**src/rtl/keypad_matrix_emulator_if.sv**
```systemverilog
// Command interface of the keypad emulator.
//   cmd_valid/cmd_row/cmd_col : press request from the controller (master)
//   cmd_ready                 : emulator idle and accepting a command
//   busy                      : key sequence in progress
//   done                      : one-cycle pulse when a sequence completes
interface keypad_matrix_emulator_if;
  logic       cmd_valid;
  logic [1:0] cmd_row;
  logic [1:0] cmd_col;
  logic       cmd_ready;
  logic       busy;
  logic       done;

  modport master (output cmd_valid, cmd_row, cmd_col, input cmd_ready, busy, done);
  modport slave  (input cmd_valid, cmd_row, cmd_col, output cmd_ready, busy, done);
endinterface

```
**src/rtl/keypad_matrix_emulator.sv**
```systemverilog
// 4x4 membrane keypad emulator: responder end of a column-scan / row-sense
// matrix. Presses one commanded key with deterministic contact bounce on press
// and release, a hold time and a post-release gap.
//   clk     : system clock
//   rst     : asynchronous reset, active low
//   col_in  : column lines from the scanner, active high
//   row_out : row lines to the debouncers, active high, registered
//   cmd     : command interface (slave side)
module keypad_matrix_emulator #(
  parameter int BOUNCE_PERIOD  = 16,
  parameter int BOUNCE_TOGGLES = 6,
  parameter int HOLD_CYCLES    = 50000,
  parameter int GAP_CYCLES     = 50000,
  parameter int CNT_W          = 24
) (
  input  logic                     clk,
  input  logic                     rst,
  input  logic [3:0]               col_in,
  output logic [3:0]               row_out,
  keypad_matrix_emulator_if.slave  cmd
);

  localparam logic [2:0] IDLE           = 3'd0;
  localparam logic [2:0] PRESS_BOUNCE   = 3'd1;
  localparam logic [2:0] HOLD           = 3'd2;
  localparam logic [2:0] RELEASE_BOUNCE = 3'd3;
  localparam logic [2:0] GAP            = 3'd4;

  localparam logic [CNT_W-1:0] PER_M1  = CNT_W'(BOUNCE_PERIOD - 1);
  localparam logic [CNT_W-1:0] HOLD_M1 = CNT_W'(HOLD_CYCLES - 1);
  localparam logic [CNT_W-1:0] GAP_M1  = CNT_W'((GAP_CYCLES > 0) ? GAP_CYCLES - 1 : 0);
  localparam logic [CNT_W-1:0] TOGS    = CNT_W'(BOUNCE_TOGGLES);

  logic [2:0]       state_q, state_d;
  logic [CNT_W-1:0] cnt_q, cnt_d;     // cycles left until the next phase event
  logic [CNT_W-1:0] tog_q, tog_d;     // bounce events done in the current burst
  logic             contact_q, contact_d;
  logic [1:0]       key_row_q, key_row_d;
  logic [1:0]       key_col_q, key_col_d;
  logic             rdy_q;
  logic             done_q, done_d;
  logic [3:0]       row_q, row_d;
  logic             tick, accept, bounce_end;

  assign tick   = (cnt_q == '0);
  assign accept = cmd.cmd_valid && rdy_q;

  always_comb begin
    state_d    = state_q;
    cnt_d      = cnt_q;
    tog_d      = tog_q;
    contact_d  = contact_q;
    key_row_d  = key_row_q;
    key_col_d  = key_col_q;
    done_d     = 1'b0;
    bounce_end = 1'b0;
    case (state_q)
      IDLE: begin
        contact_d = 1'b0;
        if (accept) begin
          // Event 0 of the press burst fires on the next edge, so contact
          // closes one cycle after the accept edge.
          state_d   = PRESS_BOUNCE;
          cnt_d     = '0;
          tog_d     = '0;
          key_row_d = cmd.cmd_row;
          key_col_d = cmd.cmd_col;
        end
      end
      PRESS_BOUNCE: begin
        if (tick) begin
          // Event 0 closes the contact; events 1..T toggle it.
          contact_d = (tog_q == '0) ? 1'b1 : ~contact_q;
          if (tog_q == TOGS) begin
            state_d = HOLD;
            cnt_d   = HOLD_M1;
          end else begin
            tog_d = tog_q + 1'b1;
            cnt_d = PER_M1;
          end
        end else begin
          cnt_d = cnt_q - 1'b1;
        end
      end
      HOLD: begin
        if (tick) begin
          // Opening the contact here is event 0 of the release burst.
          contact_d = 1'b0;
          if (TOGS == '0) begin
            bounce_end = 1'b1;
          end else begin
            state_d = RELEASE_BOUNCE;
            tog_d   = CNT_W'(1);
            cnt_d   = PER_M1;
          end
        end else begin
          cnt_d = cnt_q - 1'b1;
        end
      end
      RELEASE_BOUNCE: begin
        if (tick) begin
          contact_d = ~contact_q;
          if (tog_q == TOGS) begin
            bounce_end = 1'b1;
          end else begin
            tog_d = tog_q + 1'b1;
            cnt_d = PER_M1;
          end
        end else begin
          cnt_d = cnt_q - 1'b1;
        end
      end
      GAP: begin
        if (tick) begin
          state_d = IDLE;
          done_d  = 1'b1;
        end else begin
          cnt_d = cnt_q - 1'b1;
        end
      end
      default: begin
        state_d   = IDLE;
        contact_d = 1'b0;
      end
    endcase
    // A zero-length gap skips the GAP state entirely.
    if (bounce_end) begin
      if (GAP_CYCLES == 0) begin
        state_d = IDLE;
        done_d  = 1'b1;
      end else begin
        state_d = GAP;
        cnt_d   = GAP_M1;
      end
    end
  end

  // Row drive: only the latched row, gated by the latched column line.
  for (genvar r = 0; r < 4; r++) begin : g_row
    assign row_d[r] = contact_q && (key_row_q == 2'(r)) && col_in[key_col_q];
  end

  always_ff @(posedge clk or negedge rst) begin
    if (!rst) begin
      state_q   <= IDLE;
      cnt_q     <= '0;
      tog_q     <= '0;
      contact_q <= 1'b0;
      key_row_q <= 2'd0;
      key_col_q <= 2'd0;
      rdy_q     <= 1'b0;
      done_q    <= 1'b0;
      row_q     <= 4'd0;
    end else begin
      state_q   <= state_d;
      cnt_q     <= cnt_d;
      tog_q     <= tog_d;
      contact_q <= contact_d;
      key_row_q <= key_row_d;
      key_col_q <= key_col_d;
      // Registered so ready stays low in reset and rises on the first edge after.
      rdy_q     <= (state_d == IDLE);
      done_q    <= done_d;
      row_q     <= row_d;
    end
  end

  assign row_out       = row_q;
  assign cmd.cmd_ready = rdy_q;
  assign cmd.busy      = (state_q != IDLE);
  assign cmd.done      = done_q;

endmodule

```
**src/flat_wrapper.sv**
```systemverilog
// flat-port wrapper written by rule: the top's interface ports become plain ports
module keypad_matrix_emulator_flat 
#(
  parameter int BOUNCE_PERIOD  = 16,
  parameter int BOUNCE_TOGGLES = 6,
  parameter int HOLD_CYCLES    = 50000,
  parameter int GAP_CYCLES     = 50000,
  parameter int CNT_W          = 24
)
  (clk, rst, col_in, row_out, cmd_cmd_valid, cmd_cmd_row, cmd_cmd_col, cmd_cmd_ready, cmd_busy, cmd_done);
  keypad_matrix_emulator_if cmd_i ();
  input  logic clk;
  input  logic rst;
  input  logic [3:0] col_in;
  output logic [3:0] row_out;
  input wire logic [$bits(cmd_i.cmd_valid)-1:0] cmd_cmd_valid;
  input wire logic [$bits(cmd_i.cmd_row)-1:0] cmd_cmd_row;
  input wire logic [$bits(cmd_i.cmd_col)-1:0] cmd_cmd_col;
  output wire logic [$bits(cmd_i.cmd_ready)-1:0] cmd_cmd_ready;
  output wire logic [$bits(cmd_i.busy)-1:0] cmd_busy;
  output wire logic [$bits(cmd_i.done)-1:0] cmd_done;
  assign cmd_i.cmd_valid = cmd_cmd_valid;
  assign cmd_i.cmd_row = cmd_cmd_row;
  assign cmd_i.cmd_col = cmd_cmd_col;
  assign cmd_cmd_ready = cmd_i.cmd_ready;
  assign cmd_busy = cmd_i.busy;
  assign cmd_done = cmd_i.done;
  keypad_matrix_emulator #(.BOUNCE_PERIOD(BOUNCE_PERIOD), .BOUNCE_TOGGLES(BOUNCE_TOGGLES), .HOLD_CYCLES(HOLD_CYCLES), .GAP_CYCLES(GAP_CYCLES), .CNT_W(CNT_W)) u_core (.clk(clk), .rst(rst), .col_in(col_in), .row_out(row_out), .cmd(cmd_i));
endmodule
```
**config.mk**
```make
export PLATFORM = sky130hd
export DESIGN_NAME = keypad_matrix_emulator_flat
export DESIGN_NICKNAME = d
export VERILOG_FILES = /design/src/rtl/keypad_matrix_emulator_if.sv /design/src/rtl/keypad_matrix_emulator.sv /design/src/flat_wrapper.sv
export SDC_FILE = /design/constraint.sdc
export NUM_CORES = 1
export LEC_CHECK = 0
export ABC_AREA = 1
export CAP_MARGIN = 15
export CORE_MARGIN = 3
export CORE_UTILIZATION = 57
export CTS_BUF_LIST = sky130_fd_sc_hd__clkbuf_8
export CTS_CLUSTER_DIAMETER = 30
export DETAILED_ROUTE_END_ITERATION = 10
export HOLD_SLACK_MARGIN = 0.15
export PLACE_DENSITY_LB_ADDON = 0.05
export SYNTH_ARGS = -nofsm -noshare
export SYNTH_HDL_FRONTEND = slang
export SYNTH_SLANG_ARGS = --single-unit
export TNS_END_PERCENT = 30
```
**constraint.sdc**
```tcl
create_clock -name clk -period 1.8 [get_ports clk]
set_input_delay 0.18 -clock clk [delete_from_list [all_inputs] [get_ports clk]]
set_output_delay 0.18 -clock clk [all_outputs]
set_load 0.1 [all_outputs]
```
==> results of run 1 <==
## layer usage
metal	vias up	wire length [um]
met5	-	0
met1	2137	4920
met4	0	602
li1	2216	-
met2	151	6430
met3	50	608
## cell type report
cell class                 instances  area [sq um]  share of cell area, %
clock inverter                     7          90.1                   1.62
sequential                        62          1560                   27.9
clock buffer                       9           124                   2.23
inverter                          75           292                   5.24
timing repair buffer              96           840                   15.1
multi-input combinational        483          2540                   45.7
tap                               99           124                   2.23
## what timing repair did
action / CTS / global route
pin swaps: 4 / 11
setup endpoints to repair: 47 / 49
hold buffers: 1 / 0
resized for setup: 9 / 41
buffers inserted: 2 / 10
endpoints found under the hold margin: 62 / 0
gates cloned: 0 / 1
## placed cells by master (no fill, tap or decap), types with 3 or more instances in the layout
master / n
sky130_fd_sc_hd__ha_1: 3
sky130_fd_sc_hd__dfrtp_2: 3
sky130_fd_sc_hd__inv_2: 6
sky130_fd_sc_hd__nor2_1: 87
sky130_fd_sc_hd__o21ai_0: 15
sky130_fd_sc_hd__nor2_2: 16
sky130_fd_sc_hd__clkdlybuf4s50_1: 9
sky130_fd_sc_hd__nand2_1: 171
sky130_fd_sc_hd__nor2_4: 6
sky130_fd_sc_hd__nand2_2: 9
sky130_fd_sc_hd__dfrtp_1: 59
sky130_fd_sc_hd__nand3_2: 3
sky130_fd_sc_hd__buf_12: 6
sky130_fd_sc_hd__o21ai_1: 6
sky130_fd_sc_hd__nor3_1: 11
sky130_fd_sc_hd__o21ai_2: 16
sky130_fd_sc_hd__a21boi_1: 4
sky130_fd_sc_hd__nand3b_1: 3
sky130_fd_sc_hd__nand3_1: 53
sky130_fd_sc_hd__clkbuf_8: 9
sky130_fd_sc_hd__nand4_1: 30
sky130_fd_sc_hd__a21oi_1: 9
sky130_fd_sc_hd__inv_1: 68
sky130_fd_sc_hd__xor2_1: 19
sky130_fd_sc_hd__buf_4: 77
## worst register-to-register path, stage by stage, from the launching register on
cell and delay [ns]:
sky130_fd_sc_hd__dfrtp_1 0.41, sky130_fd_sc_hd__nor2_2 0.14, sky130_fd_sc_hd__nand2_1 0.12, sky130_fd_sc_hd__nor2_4 0.15, sky130_fd_sc_hd__nand2_4 0.09, sky130_fd_sc_hd__inv_4 0.08
sky130_fd_sc_hd__nand2_4 0.06, sky130_fd_sc_hd__buf_12 0.16, sky130_fd_sc_hd__a21oi_4 0.13, sky130_fd_sc_hd__nand2_2 0.13, sky130_fd_sc_hd__nand2_1 0.10, sky130_fd_sc_hd__a21boi_0 0.09
## per-stage QoR
stage	cell area, sq um	total power, mW
after floorplan	4350	1.42
after global placement	5080	1.47
after detailed placement	5080	1.47
after CTS	5350	2.81
after global routing	5570	2.87
final	5570	2.80
## flip-flops by register name, summed over array words and instances (netlist names)
register / cells
u_core.cmd.cmd_ready: 1
u_core.tog_q: 24
u_core.key_row_q: 2
u_core.contact_q: 1
u_core.state_q: 3
u_core.cnt_q: 24
u_core.cmd.done: 1
u_core.row_out: 4
u_core.key_col_q: 2
## worst max-delay path by stage
| stage | from | endpoint | slack (ns) | depth (start not counted) |
|---|---|---|---|---|
| final | u_core.cnt_q[12] | u_core.cnt_q[9] | 0.009 | 11 |
| after global routing | u_core.cnt_q[12] | u_core.cnt_q[9] | -0.1 | 10 |
| after CTS | u_core.cnt_q[1] | u_core.cnt_q[6] | 0.005 | 12 |
| after detailed placement | u_core.cnt_q[10] | u_core.cnt_q[9] | -0.18 | 11 |
| after global placement | u_core.cnt_q[10] | u_core.cnt_q[8] | -0.23 | 11 |
| after floorplan | u_core.cnt_q[0] | u_core.tog_q[0] | 0.03 | 12 |
## power by group through the flow
| stage | clock network, mW | logic [mW] | registers (mW) |
|---|---|---|---|
| global route | 1.42 | 0.0620 | 1.39 |
| global placement | 0 | 0.0541 | 1.42 |
| detailed placement | 0 | 0.0554 | 1.42 |
| floorplan | 0 | 0.00225 | 1.42 |
| CTS | 1.37 | 0.0572 | 1.39 |
| finish | 1.35 | 0.0548 | 1.39 |
## logic make-up (layout without fill, tap and decap cells)
kind of cell	count (synthesis)	count (layout)	synth area share, %
AOI/OAI and AO/OA	58	58	8.89
adders and majority gates	4	4	1.15
muxes	2	2	0.519
buffers and inverters	89	187	9.03
DFF	62	62	35.8
and+or+nand+nor	397	397	40.2
xor gates and xnor gates	22	22	4.44
==> run summary, run 1 <==
• 0.41 ns — Slowest Stage Delay on Critical Path
• 831 — non-filler cells in the finished layout
• 0.08 ns — Reg clk slew, reported paths
• 35.8% — Seq/Total Area, Yosys
• 0.00910 ns — minimum setup slack in the final design
• u_core.cnt_q[12] — R2R Path Start
• 0.35 ns — Clk Latency, worst-skew pair
• 0.613 mW — reported net switching power
• 35.8% — share of Yosys cell area claimed by the top area cell type
• 11 — FF-to-FF path depth
• u_core.cnt_q[9] — endpoint of the worst-slack reg-to-reg timing path
• true — RSZ-0062 raised after global routing
• 0 — Antenna Violating Nets Remaining
• 0.994 — gp weighted congestion
• 29.5% — overall track demand over capacity in global routing
• 48.3% — part of the power in the clock network
• 0 — final max-slew violation count
• 0 — leftover overflow at the end of global routing
• 93.2 um — die span in x
• 4421 — vias in the first global route
• 0 — warning count from the yosys run
• 5.48 — via density per instance
• sky130_fd_sc_hd__dfrtp_1 — flip-flop cell with the highest count after synthesis
• 51.3% — met2 track utilization from global routing
• 41 — largest net degree at the start of global routing
• yes — CTS tree
• 2 — Buffers & Inverters on Critical Path
• 634 — gate count after technology mapping
• sky130_fd_sc_hd__dfrtp_1, sky130_fd_sc_hd__nand2_1, sky130_fd_sc_hd__nor2_1 — most area-consuming cells after synthesis
• reg -> reg — Crit Path Class
• 0.346 ns — Worst Hold Margin
• 28.4% — area delta synth->final
• 5 — first drt pass iteration count
• 100% — async set-reset flop share out of synthesis
• sky130_fd_sc_hd__dfrtp_1 — library cell contributing the largest single delay on the critical path
• 31 — Placement Rows
• 6.84 sq um — post-synthesis average cell area
• 3 — H-tree depth
• simple AND/OR/NAND/NOR gates — family with the most delay on the worst path
• 0.521 ns — Worst Max-Slew Pin Slew
• completed — outcome
• 558 MHz — max frequency
• 4340 sq um — cell area after technology mapping
• 801 — total instance count after detailed placement
• 62 — number of synthesized register bits
• 7330 sq um — Core Region
• sky130_fd_sc_hd__nand2_1, sky130_fd_sc_hd__nor2_1, sky130_fd_sc_hd__inv_1 — Commonest cells post-synth
• 99.5% — portion of the clock cycle consumed by the worst path in the final layout
• 49.7% — sequential power share
• 0 — antenna violations before repair
• 0 — final setup vio count
• flop — kind of start point of the critical path
• 503 nW/um^2 — Power per Cell Area
• 17 — CP Max Fanout
• 555 — count of filler cells inserted in the layout
• nor2_2 > nand2_1 > nor2_4 > nand2_4 > inv_4 > nand2_4 > buf_12 > a21oi_4 > nand2_2 > nand2_1 > a21boi_0 — Critical Path, Cell by Cell
• 742 — number of nets in the finished design
• 59.1% — initial standard-cell utilization of the core
• 20300 um — global-route wire length before repair
• 4.99% — met3 GRT Util
• sky130_fd_sc_hd__nand2_1 — leading cell type by number of instances after synthesis
• 18 — I/O pin count
• 62 — CTS sink count
• 2.19 mW — internal cell power
• -0.180 ns — Place WS
• 0 — Max-Cap Viols
• flop — critical path endpoint category
• 2.0% — Comb pwr share
• in -> async — path type of the worst min-delay path
• 38 — number of distinct standard cells referenced by the synthesized netlist
• 2.74 nW — leakage power summed over all cells
• 17 — PortBufs
• 0 — Post-synth EDFFs
• 12600 um — total wire length
• 0 ns — setup TNS
• 9 — number of clock buffers inserted by TritonCTS
• 2.01 ns — data arrival at the endpoint of the critical path
• 649 — net count of the mapped netlist
• 0.000384 V — maximum vdd ir drop
• 1.79 ns — final worst path period need
• 34.5% — grt met1 use
• 15.1 um — WL per Instance
• 23.9% — share of cells above drive strength 1
• 0 — drc violations
• 9010 um — DP Wirelength
• 2 — maximum root-to-sink buffer count
• 21.9% — switching share of power
• 75.9% — utilization after layout
• met2 — busiest layer in global routing
• 0.009 ns — register-to-register setup slack
• sky130_fd_sc_hd__clkbuf_8 — Root Driver
• 0.00834 ns — worst clock skew on the final layout
• 8690 sq um — die area
• 309 — initial drt markers
• 4554 — routed vias
• 93.2 um — Die Y
• 65.3% — remaining max-slew budget at the tightest pin
• 0 — number of hold-slack violations in the final timing report
• sky130_fd_sc_hd__dfrtp_1 — area leader, netlist
• 2.01 ns — data required time at the worst endpoint
• 0 — ant diodes
Power figures use the tool's default switching activity.
==> inputs of run 2 (changes only) <==
HOLD_SLACK_MARGIN = 0.02   (was 0.15)
==> results of run 2 <==
Same layout as run 1: the final DEF is identical, and so are final timing and power.
